### config.mk
export PLATFORM = sky130hd
export DESIGN_NAME = pid_seq_ctrl_flat
export DESIGN_NICKNAME = d
export VERILOG_FILES = /design/src/rtl/pid_seq_ctrl_pkg.sv /design/src/rtl/pid_seq_ctrl_if.sv /design/src/rtl/pid_cfg_bank.sv /design/src/rtl/pid_seq_ctrl.sv /design/src/flat_wrapper.sv
export SDC_FILE = /design/constraint.sdc
export NUM_CORES = 1
export LEC_CHECK = 0
export ABC_CLOCK_PERIOD_IN_PS = 2500
export BUFFER_PORTS_ARGS = -buffer_cell sky130_fd_sc_hd__buf_2
export CAP_MARGIN = 15
export CELL_PAD_IN_SITES_DETAIL_PLACEMENT = 1
export CELL_PAD_IN_SITES_GLOBAL_PLACEMENT = 1
export CORE_MARGIN = 2
export CORE_UTILIZATION = 42
export CTS_BUF_LIST = sky130_fd_sc_hd__clkbuf_16
export CTS_CLUSTER_DIAMETER = 50
export CTS_CLUSTER_SIZE = 12
export DETAILED_ROUTE_END_ITERATION = 10
export GPL_TIMING_DRIVEN = 0
export PLACE_DENSITY_LB_ADDON = 0.1
export SLEW_MARGIN = 30
export SYNTH_ARGS = -nofsm -noshare
export SYNTH_HDL_FRONTEND = slang
export SYNTH_SLANG_ARGS = --single-unit
### constraint.sdc
create_clock -name i_clkp -period 2.5 [get_ports i_clkp]
set_input_delay 0.25 -clock i_clkp [delete_from_list [all_inputs] [get_ports i_clkp]]
set_output_delay 0.25 -clock i_clkp [all_outputs]
set_load 0.1 [all_outputs]
### src/rtl/pid_seq_ctrl_pkg.sv
// Shared definitions for the PID_16 configuration/sequencing controller:
// state encoding, host register map and the default core latency.
package pid_seq_ctrl_pkg;

  typedef enum logic [1:0] {
    ST_OFF  = 2'd0,
    ST_FILL = 2'd1,
    ST_RUN  = 2'd2,
    ST_HOLD = 2'd3
  } state_e;

  localparam logic [2:0] A_RT    = 3'd0;
  localparam logic [2:0] A_K0    = 3'd1;
  localparam logic [2:0] A_K1    = 3'd2;
  localparam logic [2:0] A_K2    = 3'd3;
  localparam logic [2:0] A_SHIFT = 3'd4;
  localparam logic [2:0] A_MIN   = 3'd5;
  localparam logic [2:0] A_MAX   = 3'd6;
  localparam logic [2:0] A_DIV   = 3'd7;

  localparam int LAT_DEF = 12;

endpackage

### src/rtl/pid_seq_ctrl_if.sv
// Host register bus: one-word-per-cycle shadow writes plus a commit pulse.
interface pid_seq_ctrl_if;
  logic        i_wr_en;
  logic [2:0]  i_wr_addr;
  logic [31:0] i_wr_data;
  logic        i_commit;

  modport master (output i_wr_en, i_wr_addr, i_wr_data, i_commit);
  modport slave  (input  i_wr_en, i_wr_addr, i_wr_data, i_commit);
endinterface

### src/rtl/pid_cfg_bank.sv
// Shadow and active PID parameter registers with an atomic, checked commit.
module pid_cfg_bank
  import pid_seq_ctrl_pkg::*;
#(
  parameter int WIDTH = 16,
  parameter int SHIFT = 5,
  parameter int CNTW  = 16
) (
  input  logic               i_clkp,
  input  logic               i_rstn,
  input  logic               i_wr_en,
  input  logic [2:0]         i_wr_addr,
  input  logic [31:0]        i_wr_data,
  input  logic               i_commit,
  output logic [WIDTH-1:0]   o_rt,
  output logic [WIDTH-1:0]   o_k0,
  output logic [WIDTH-1:0]   o_k1,
  output logic [WIDTH-1:0]   o_k2,
  output logic [SHIFT-1:0]   o_shift,
  output logic [2*WIDTH-1:0] o_min,
  output logic [2*WIDTH-1:0] o_max,
  output logic [CNTW-1:0]    o_div,
  output logic               o_cfg_err
);

  logic [WIDTH-1:0]   sh_rt_q, sh_k0_q, sh_k1_q, sh_k2_q;
  logic [SHIFT-1:0]   sh_shift_q;
  logic [2*WIDTH-1:0] sh_min_q, sh_max_q;
  logic [CNTW-1:0]    sh_div_q;
  logic               err_q;
  logic               commit_ok;

  // Both-zero limits mean "unclamped" and are always accepted.
  assign commit_ok = !(($signed(sh_min_q) >= $signed(sh_max_q)) &&
                       !((sh_min_q == '0) && (sh_max_q == '0)));

  always_ff @(posedge i_clkp or negedge i_rstn) begin
    if (!i_rstn) begin
      sh_rt_q <= '0; sh_k0_q <= '0; sh_k1_q <= '0; sh_k2_q <= '0;
      sh_shift_q <= '0; sh_min_q <= '0; sh_max_q <= '0; sh_div_q <= '0;
    end else if (i_wr_en) begin
      case (i_wr_addr)
        A_RT:    sh_rt_q    <= i_wr_data[WIDTH-1:0];
        A_K0:    sh_k0_q    <= i_wr_data[WIDTH-1:0];
        A_K1:    sh_k1_q    <= i_wr_data[WIDTH-1:0];
        A_K2:    sh_k2_q    <= i_wr_data[WIDTH-1:0];
        A_SHIFT: sh_shift_q <= i_wr_data[SHIFT-1:0];
        A_MIN:   sh_min_q   <= i_wr_data[2*WIDTH-1:0];
        A_MAX:   sh_max_q   <= i_wr_data[2*WIDTH-1:0];
        default: sh_div_q   <= i_wr_data[CNTW-1:0];
      endcase
    end
  end

  // Commit reads the pre-edge shadow, so a same-cycle write is not included.
  always_ff @(posedge i_clkp or negedge i_rstn) begin
    if (!i_rstn) begin
      o_rt <= '0; o_k0 <= '0; o_k1 <= '0; o_k2 <= '0;
      o_shift <= '0; o_min <= '0; o_max <= '0; o_div <= '0;
      err_q <= 1'b0;
    end else if (i_commit) begin
      if (commit_ok) begin
        o_rt <= sh_rt_q; o_k0 <= sh_k0_q; o_k1 <= sh_k1_q; o_k2 <= sh_k2_q;
        o_shift <= sh_shift_q; o_min <= sh_min_q; o_max <= sh_max_q;
        o_div <= sh_div_q;
        err_q <= 1'b0;
      end else begin
        err_q <= 1'b1;
      end
    end
  end

  assign o_cfg_err = err_q;

endmodule

### src/rtl/pid_seq_ctrl.sv
// PID_16 sequencer: OFF/FILL/RUN/HOLD control, core reset, output republish
// with a decimated valid strobe. Parameter storage lives in pid_cfg_bank.
module pid_seq_ctrl
  import pid_seq_ctrl_pkg::*;
#(
  parameter int WIDTH = 16,
  parameter int SHIFT = 5,
  parameter int LAT   = LAT_DEF,
  parameter int CNTW  = 16
) (
  input  logic               i_clkp,
  input  logic               i_rstn,
  input  logic               i_enable,
  input  logic               i_hold,
  pid_seq_ctrl_if.slave      host,
  input  logic [2*WIDTH-1:0] i_ut,
  output logic               o_pid_rstn,
  output logic [WIDTH-1:0]   o_rt,
  output logic [WIDTH-1:0]   o_k0,
  output logic [WIDTH-1:0]   o_k1,
  output logic [WIDTH-1:0]   o_k2,
  output logic [SHIFT-1:0]   o_shift,
  output logic [2*WIDTH-1:0] o_min,
  output logic [2*WIDTH-1:0] o_max,
  output logic [2*WIDTH-1:0] o_ut,
  output logic               o_ut_valid,
  output logic [1:0]         o_state,
  output logic               o_cfg_err
);

  logic [WIDTH-1:0] k0_act, k1_act, k2_act;
  logic [CNTW-1:0]  div_act;

  pid_cfg_bank #(.WIDTH(WIDTH), .SHIFT(SHIFT), .CNTW(CNTW)) u_cfg (
    .i_clkp    (i_clkp),
    .i_rstn    (i_rstn),
    .i_wr_en   (host.i_wr_en),
    .i_wr_addr (host.i_wr_addr),
    .i_wr_data (host.i_wr_data),
    .i_commit  (host.i_commit),
    .o_rt      (o_rt),
    .o_k0      (k0_act),
    .o_k1      (k1_act),
    .o_k2      (k2_act),
    .o_shift   (o_shift),
    .o_min     (o_min),
    .o_max     (o_max),
    .o_div     (div_act),
    .o_cfg_err (o_cfg_err)
  );

  state_e             state_q, state_d;
  logic               off_seen_q, off_seen_d;
  logic [CNTW-1:0]    fill_cnt_q, fill_cnt_d;
  logic [CNTW-1:0]    dec_cnt_q, dec_cnt_d;
  logic [2*WIDTH-1:0] ut_q, ut_d;
  logic               vld_q, vld_d;
  logic               pid_rstn_q;

  always_ff @(posedge i_clkp or negedge i_rstn) begin
    if (!i_rstn) begin
      state_q    <= ST_OFF;
      off_seen_q <= 1'b0;
      fill_cnt_q <= '0;
      dec_cnt_q  <= '0;
      ut_q       <= '0;
      vld_q      <= 1'b0;
      pid_rstn_q <= 1'b0;
    end else begin
      state_q    <= state_d;
      off_seen_q <= off_seen_d;
      fill_cnt_q <= fill_cnt_d;
      dec_cnt_q  <= dec_cnt_d;
      ut_q       <= ut_d;
      vld_q      <= vld_d;
      pid_rstn_q <= (state_d != ST_OFF);
    end
  end

  always_comb begin
    state_d = state_q;
    case (state_q)
      ST_OFF:  if (i_enable && off_seen_q) state_d = ST_FILL;
      ST_FILL: if (fill_cnt_q == CNTW'(LAT - 1)) state_d = i_hold ? ST_HOLD : ST_RUN;
      ST_RUN:  if (i_hold) state_d = ST_HOLD;
      default: if (!i_hold) state_d = ST_FILL;
    endcase
    if (!i_enable) state_d = ST_OFF;

    // off_seen marks that at least one full OFF cycle has already elapsed.
    off_seen_d = (state_q == ST_OFF) && (state_d == ST_OFF);
    fill_cnt_d = ((state_q == ST_FILL) && (state_d == ST_FILL)) ?
                 fill_cnt_q + CNTW'(1) : '0;

    // Output register is loaded per next state so o_ut/o_ut_valid align with o_state.
    ut_d      = ut_q;
    vld_d     = 1'b0;
    dec_cnt_d = dec_cnt_q;
    case (state_d)
      ST_OFF: ut_d = '0;
      ST_RUN: begin
        ut_d = i_ut;
        if ((state_q != ST_RUN) || (dec_cnt_q == '0)) begin
          vld_d     = 1'b1;
          dec_cnt_d = div_act;
        end else begin
          dec_cnt_d = dec_cnt_q - CNTW'(1);
        end
      end
      default: ;
    endcase
  end

  assign o_pid_rstn = pid_rstn_q;
  assign o_ut       = ut_q;
  assign o_ut_valid = vld_q;
  assign o_state    = state_q;
  // Zero gains in HOLD stop the incremental accumulator without resetting it.
  assign o_k0 = (state_q == ST_HOLD) ? '0 : k0_act;
  assign o_k1 = (state_q == ST_HOLD) ? '0 : k1_act;
  assign o_k2 = (state_q == ST_HOLD) ? '0 : k2_act;

endmodule

### src/flat_wrapper.sv
// flat-port wrapper written by rule: the top's interface ports become plain ports
module pid_seq_ctrl_flat import pid_seq_ctrl_pkg::*;
#(
  parameter int WIDTH = 16,
  parameter int SHIFT = 5,
  parameter int LAT   = LAT_DEF,
  parameter int CNTW  = 16
)
  (i_clkp, i_rstn, i_enable, i_hold, i_ut, o_pid_rstn, o_rt, o_k0, o_k1, o_k2, o_shift, o_min, o_max, o_ut, o_ut_valid, o_state, o_cfg_err, host_i_wr_en, host_i_wr_addr, host_i_wr_data, host_i_commit);
  pid_seq_ctrl_if host_i ();
  input  logic i_clkp;
  input  logic i_rstn;
  input  logic i_enable;
  input  logic i_hold;
  input  logic [2*WIDTH-1:0] i_ut;
  output logic o_pid_rstn;
  output logic [WIDTH-1:0] o_rt;
  output logic [WIDTH-1:0] o_k0;
  output logic [WIDTH-1:0] o_k1;
  output logic [WIDTH-1:0] o_k2;
  output logic [SHIFT-1:0] o_shift;
  output logic [2*WIDTH-1:0] o_min;
  output logic [2*WIDTH-1:0] o_max;
  output logic [2*WIDTH-1:0] o_ut;
  output logic o_ut_valid;
  output logic [1:0] o_state;
  output logic o_cfg_err;
  input wire logic [$bits(host_i.i_wr_en)-1:0] host_i_wr_en;
  input wire logic [$bits(host_i.i_wr_addr)-1:0] host_i_wr_addr;
  input wire logic [$bits(host_i.i_wr_data)-1:0] host_i_wr_data;
  input wire logic [$bits(host_i.i_commit)-1:0] host_i_commit;
  assign host_i.i_wr_en = host_i_wr_en;
  assign host_i.i_wr_addr = host_i_wr_addr;
  assign host_i.i_wr_data = host_i_wr_data;
  assign host_i.i_commit = host_i_commit;
  pid_seq_ctrl #(.WIDTH(WIDTH), .SHIFT(SHIFT), .LAT(LAT), .CNTW(CNTW)) u_core (.i_clkp(i_clkp), .i_rstn(i_rstn), .i_enable(i_enable), .i_hold(i_hold), .host(host_i), .i_ut(i_ut), .o_pid_rstn(o_pid_rstn), .o_rt(o_rt), .o_k0(o_k0), .o_k1(o_k1), .o_k2(o_k2), .o_shift(o_shift), .o_min(o_min), .o_max(o_max), .o_ut(o_ut), .o_ut_valid(o_ut_valid), .o_state(o_state), .o_cfg_err(o_cfg_err));
endmodule
After elaboration in Yosys (flattened, before gate mapping)
Cells that the tools add are included.
W data, S select, Z words.
{"block": "classes", "mux": 16, "order_cmp": 1, "n_bitwise": 2, "reduce_logical": 25, "addsub": 2, "eq_ne": 13}
{"operator": "$mux W16", "n": 5}
{"operator": "$logic_not A32 Y1", "n": 2}
{"operator": "$pmux W32 S2", "n": 1}
{"operator": "$ge A32 B32 Y1", "n": 1}
{"operator": "$reduce_and A2 Y1", "n": 9}
{"operator": "$add A16 B1 Y16 const B", "n": 1}
{"operator": "$eq A16 B4 Y1 const B", "n": 1}
{"operator": "$logic_not A16 Y1", "n": 1}
{"operator": "$sub A16 B1 Y16 const B", "n": 1}
{"operator": "$mux W2", "n": 5}
{"operator": "$eq A3 B3 Y1 const B", "n": 3}
{"operator": "$reduce_or A7 Y1", "n": 1}
{"operator": "$eq A2 B2 Y1 const B", "n": 3}
{"operator": "$eq A3 B2 Y1 const B", "n": 2}
{"operator": "$pmux W2 S3", "n": 1}
{"operator": "$logic_and A1 B1 Y1", "n": 5}
{"operator": "$eq A2 B1 Y1 const B", "n": 2}
{"operator": "$logic_not A2 Y1", "n": 2}
{"operator": "$mux W1", "n": 4}
{"operator": "$reduce_bool A2 Y1", "n": 2}
{"operator": "$eq A3 B1 Y1 const B", "n": 1}
{"operator": "$logic_not A3 Y1", "n": 1}
{"operator": "$ne A2 B2 Y1 const B", "n": 1}
{"operator": "$not A1 Y1", "n": 2}
{"operator": "2 further kinds", "n": 2}
{"block": "word_totals", "register_bits": 368, "input_bits": 73}

Logic depth before layout (Yosys ltp)
{"block": "logic_depth", "ltp_word": 7, "mapped_depth": 10, "mapped_depth_nobuf": 8}

By module
A second synthesis with hierarchy kept.
{"block": "hier_totals", "hier_cells": 1120, "hier_area_um2": 15967.8}
{"module": "pid_cfg_bank", "area_each_um2": 12472.0, "seq_area_each_um2": 7482.2, "cells_per_inst": 779, "instances": 1}
{"module": "pid_seq_ctrl", "area_each_um2": 3495.9, "seq_area_each_um2": 1726.7, "cells_per_inst": 341, "instances": 1}

Worst setup path before layout
Ideal clock, no wire load.
{"block": "synth_timing", "path_type": "reg2reg", "from": "reg u_core.state_q[0] (netlist: u_core.o_state[0])", "to": "reg u_core.dec_cnt_q[1]", "path_buffers": 1, "path_slack_ns": -0.066, "stages_incl_launch_ff": 8, "arrival_ns": 2.437, "setup_ns": 0.129, "period_less_slack_ns": 2.566, "cell_sequence": "dfrtp_1 -> nor4b_1 -> a41oi_1 -> nor2_1 -> nand2_1 -> clkbuf_1 -> a211oi_1 -> a21oi_1"}
{"block": "synth_between", "elab_chain_len": 4, "word_cells_on_any_way": 13, "classes_between": "4 x eq/ne; 7 x mux; 2 x reduce/logical"}
{"element": "start, declared", "line_no": "pid_seq_ctrl.sv:52", "text": "state_e state_q, state_d;"}
{"element": "start signal, assigned", "line_no": "pid_seq_ctrl.sv:70", "text": "state_q <= state_d;"}
{"element": "$eq A2 B2 Y1 (tied with other cells)", "line_no": "pid_seq_ctrl.sv:82", "text": "case (state_q)"}
{"element": "$pmux W2 S3", "line_no": "pid_seq_ctrl.sv:82"}
{"element": "$mux W2", "line_no": "pid_seq_ctrl.sv:88", "text": "if (!i_enable) state_d = ST_OFF;"}
{"element": "$eq A2 B2 Y1", "line_no": "pid_seq_ctrl.sv:99", "text": "case (state_d)"}
{"element": "end signal, assigned", "line_no": "pid_seq_ctrl.sv:73", "text": "dec_cnt_q <= dec_cnt_d;"}
{"element": "end, declared", "line_no": "pid_seq_ctrl.sv:55", "text": "logic [CNTW-1:0] dec_cnt_q, dec_cnt_d;"}
Parallel ways exist; a longest one is shown, timed or not.
A chain may end at the register's enable or synchronous reset.

Worst setup path after layout
{"block": "layout_timing", "from": "reg u_core.u_cfg.sh_max_q[28]", "to": "reg u_core.u_cfg.o_k2[6]"}
{"block": "layout_between", "elab_chain_len": 6, "word_cells_on_any_way": 7, "classes_between": "1 x order compare; 1 x bitwise; 5 x reduce/logical"}
{"element": "start, declared", "line_no": "pid_cfg_bank.sv:28", "text": "logic [2*WIDTH-1:0] sh_min_q, sh_max_q;"}
{"element": "start signal, assigned", "line_no": "pid_cfg_bank.sv:49", "text": "A_MAX: sh_max_q <= i_wr_data[2*WIDTH-1:0];"}
{"element": "branches (longest 3 deep; another with $ge A32 B32 Y1)"}
{"element": "$logic_and A1 B1 Y1 (*)", "line_no": "pid_cfg_bank.sv:34", "text": "assign commit_ok = !(($signed(sh_min_q) >= $signed(sh_max_q)) &&"}
{"element": "$not A1 Y1 (no line) (*)"}
{"element": "$reduce_and A2 Y1 (no line) (*)"}
{"element": "end signal, assigned", "line_no": "pid_cfg_bank.sv:63", "text": "o_rt <= sh_rt_q; o_k0 <= sh_k0_q; o_k1 <= sh_k1_q; o_k2 <= sh_k2_q;"}
{"element": "end, declared", "line_no": "pid_cfg_bank.sv:18", "text": "output logic [WIDTH-1:0] o_k2,"}
Mark *: on every way between the ends.

==> run metrics <==
Worst Setup EP=u_core.u_cfg.o_k2[6]$_DFFE_PN0P_; detailed-routing wirelength on met1=19,200 um; remaining antenna violation count after routing=0; post-synthesis sequential area ratio=59.4%; Final Hold Violating Endpoints=0; setup repair after global routing missed its margin=true; portion of the clock cycle consumed by the worst path in the final layout=107%; Final Total Pwr=0.0299 W; Core Area=36,400 um^2; failing checks=setup timing; first-pass GRT wire length=69,500 um; die extent in x=196 um; async set-or-reset flop fraction in the synthesized netlist=100%; largest cells by area after synthesis=sky130_fd_sc_hd__dfrtp_1 59%, sky130_fd_sc_hd__mux2_2 14%, sky130_fd_sc_hd__mux2_1 8.0%; die outline area=38,400 um^2; number of pins exceeding their max-slew limit in the final report=0; Slew headroom=51.3%; worst supply voltage drop on vdd=0.00135 V; Pleak=9.68 nW; fin util=56.6%; routed length per placed instance=21.6 um; via density per instance=5.25; Post-Syn Area=15,500 um^2; layout cells sized above 1=42.9%; launch point of the worst hold path=i_hold; antenna violations before repair=3; weighted congestion at the end of routability-driven global placement=0.786; Residual DRC=0; top metal layer carrying routed signals=met4; clock tree from TritonCTS=built; total track usage=23.6%; Yosys cell types=46; number of search-and-repair iterations in the first detailed-routing pass=4; Arr. time, crit path=3130 ps; Synth Net Count=1,290; Initial Utilization=42.5%; leading cell types in the layout, fill and taps excluded=359 x sky130_fd_sc_hd__dfrtp_1, 210 x sky130_fd_sc_hd__buf_2, 189 x sky130_fd_sc_hd__mux2_2; critical path start-end classification=reg -> reg; run status=complete, but fails checks; classification of the worst-slack hold path=in -> reg; area overhead of the layout relative to synthesis=33.2%; clock root buffer=sky130_fd_sc_hd__clkbuf_16; Yosys warnings=0; xor and xnor area share after synthesis=0.791%; Bufs on Longest Clock Path=3; PD cells=1450 nW/um^2; number of maximum-capacitance violations=0; R2R depth=10; post-CTS clock slew at the launch and capture registers of the worst setup and hold paths=60 ps; critical register-to-register path endpoint=u_core.u_cfg.o_k2[6]$_DFFE_PN0P_; Clock Skews=26.0 ps; Setup Viol. Count Final=149; Vert. Die Dim=196 um; number of flip-flops and latches in the synthesized netlist=368; row count=70; EDFF count, synth=0; maximum number of pins on one net before global-route repair=86; setup slack, reg-to-reg=-180 ps; fraction of the mapped netlist area in adder cells=2.83%; net total in the final layout=1,681; area share of the largest cell type after synthesis=59.4%; H-Tree Depth=2; start point of the critical path=u_core.u_cfg.sh_max_q[28]$_DFFE_PN0P_; post-layout minimum cycle time=2680 ps; element type at the critical path start=flop; Max Fanout on Critical Path=6; final HPWL from detailed placement=29,000 um; complex-gate fraction of the synthesized area=4.20%; number of global-route vias before repair=11,800; part of the power in registers=29.8%; number of input and output port buffers inserted=238; met3 layer wire length in the routed design=1580 um; most frequently used flop master after synthesis=sky130_fd_sc_hd__dfrtp_1; proportion of power drawn by the clock network=21.0%; part of the total power dissipated in combinational logic=49.2%; cell type with the largest total area after synthesis=sky130_fd_sc_hd__dfrtp_1; P_sw=0.0145 W; Setup WS post-layout=-180 ps; Vias=10,900; initial DRC count=420; Inserted Clock Buffers=44; Met2 Wirelength=22,800 um; post-synthesis cell count=1,182; Post-Route WL=44,700 um; combinational family with the most area after synthesis=multiplexers; r2r startpoint=u_core.u_cfg.sh_max_q[28]$_DFFE_PN0P_; slew at the pin closest to its max-slew limit=728 ps; post-synthesis simple-gate area fraction=8.40%; Ports=243; crit path capture type=flop; leading cell type in the layout, fill and taps excluded=sky130_fd_sc_hd__dfrtp_1; global route total overflow=0; worst skew pair latency=580 ps; fraction of power spent switching nets=48.5%; sinks on the clock net=368; Syn Area/Cell=13.1 um^2; portion of netlist area occupied by mux cells=21.9%; Power Internal=0.0154 W; data required time of the critical path=2950 ps; final-layout fill cell count=3,661; Max Clock Freq=373 MHz
-- power by group through the flow --
stage | combinational, W | sequential [W] | clock, W
final | 0.0147 | 0.00890 | 0.00628
after floorplan | 0.00579 | 0.0137 | 0
after detailed placement | 0.0131 | 0.00898 | 0
after global routing | 0.0153 | 0.00914 | 0.00665
after global placement | 0.0130 | 0.00892 | 0
after CTS | 0.0143 | 0.00889 | 0.00644
-- cell usage after synthesis (2+ instances only) --
cell type,instances
sky130_fd_sc_hd__and4_1,2
sky130_fd_sc_hd__nand2b_1,4
sky130_fd_sc_hd__mux2_1,110
sky130_fd_sc_hd__nor3_1,17
sky130_fd_sc_hd__a22oi_1,2
sky130_fd_sc_hd__buf_2,19
sky130_fd_sc_hd__clkbuf_1,34
sky130_fd_sc_hd__xnor2_1,5
sky130_fd_sc_hd__nand3_1,5
sky130_fd_sc_hd__a21o_1,4
sky130_fd_sc_hd__dfrtp_1,368
sky130_fd_sc_hd__inv_1,40
sky130_fd_sc_hd__mux2i_1,2
sky130_fd_sc_hd__and3_1,3
sky130_fd_sc_hd__o21ai_0,66
sky130_fd_sc_hd__nor4_1,23
sky130_fd_sc_hd__and2_1,49
sky130_fd_sc_hd__nand2_1,80
sky130_fd_sc_hd__nor2_1,40
sky130_fd_sc_hd__nand4_1,16
sky130_fd_sc_hd__ha_1,35
sky130_fd_sc_hd__nor2b_1,3
sky130_fd_sc_hd__nor3b_1,4
sky130_fd_sc_hd__a21oi_1,28
sky130_fd_sc_hd__mux2_2,189
sky130_fd_sc_hd__xor2_1,9
sky130_fd_sc_hd__buf_4,2
sky130_fd_sc_hd__nand4b_1,4
sky130_fd_sc_hd__o31a_1,2
-- cell type report --
class / count / area, um^2 / share of cell area (%)
sequential: 368 / 9220 / 44.7
multi-input combinational: 719 / 6400 / 31.0
timing repair buffer: 346 / 2420 / 11.7
clock buffer: 44 / 1100 / 5.34
tap: 468 / 586 / 2.84
buffer: 54 / 460 / 2.23
clock inverter: 31 / 302 / 1.46
inverter: 40 / 150 / 0.728
antenna: 1 / 2.50 / 0.0121
-- kinds of logic (layout without fill, tap and decap cells) --
group,after synthesis,in the layout
flip-flops,368,368
XOR/XNOR,14,14
multiplexers,301,301
other,0,1
AO/OA/AOI/OAI,114,114
adder cells (fa/ha/maj),35,35
AND/OR/NAND/NOR,255,255
buffers and inverters,95,515
-- per-layer routing --
metal  global-route usage (%)  vias to the layer above
met5                        0                        -
met4                     6.96                        0
met3                     4.04                       66
met2                     40.9                      190
met1                     30.3                     5697
li1                         -                     4921
-- worst min-delay path by stage --
stage                                                 end  slack [ps]  cells past startpoint
final                         u_core.o_ut_valid$_DFF_PN0_          90                      3
after global routing          u_core.o_ut_valid$_DFF_PN0_         110                      3
after CTS                     u_core.o_ut_valid$_DFF_PN0_          70                      3
after detailed placement       u_core.o_ut[7]$_DFFE_PN0P_         210                      1
after global placement        u_core.o_ut[30]$_DFFE_PN0P_         460                      2
after floorplan           u_core.dec_cnt_q[0]$_DFFE_PN0N_         -50                      0
-- worst max-delay path, stage by stage (launching register included) --
cell	delay, ps
sky130_fd_sc_hd__dfrtp_1	410
sky130_fd_sc_hd__buf_4	150
sky130_fd_sc_hd__nor4_4	340
sky130_fd_sc_hd__nand4_1	200
sky130_fd_sc_hd__nor4_4	380
sky130_fd_sc_hd__nand2b_1	180
sky130_fd_sc_hd__o221ai_2	100
sky130_fd_sc_hd__buf_6	150
sky130_fd_sc_hd__buf_12	150
sky130_fd_sc_hd__clkbuf_16	160
sky130_fd_sc_hd__mux2_1	310
-- per-stage QoR --
step                cell area [um^2]  setup TNS (ps)  setup WS (ps)  cells  hold slack, ps
floorplan                      15500               0           11.2   1182           -45.6
global placement               17300        -2358070          -6900   1888             458
detailed placement             17400          -83800           -659   1892             211
CTS                            20200          -18330           -162   2050            69.3
global route                   20600          -30960           -246   2070             109
finish                         20600          -20100           -180   2071            94.7
-- registers in the layout, summed over array words and instances, names as in the netlist, 32 cells and up --
| register | cells |
|---|---|
| u_core.o_ut | 32 |
| u_core.u_cfg.sh_max_q | 32 |
| u_core.u_cfg.o_min | 32 |
| u_core.u_cfg.sh_min_q | 32 |
| u_core.u_cfg.o_max | 32 |
-- what timing repair did --
item	CTS	global route
endpoints found under the hold margin	125	0
endpoints found under the setup margin	241	233
gates resized for setup	154	64
pin swaps	12	13
cloned	1	1
hold buffers	51	0
buffers inserted	32	19
No activity file was read; power rests on OpenSTA's default activity.
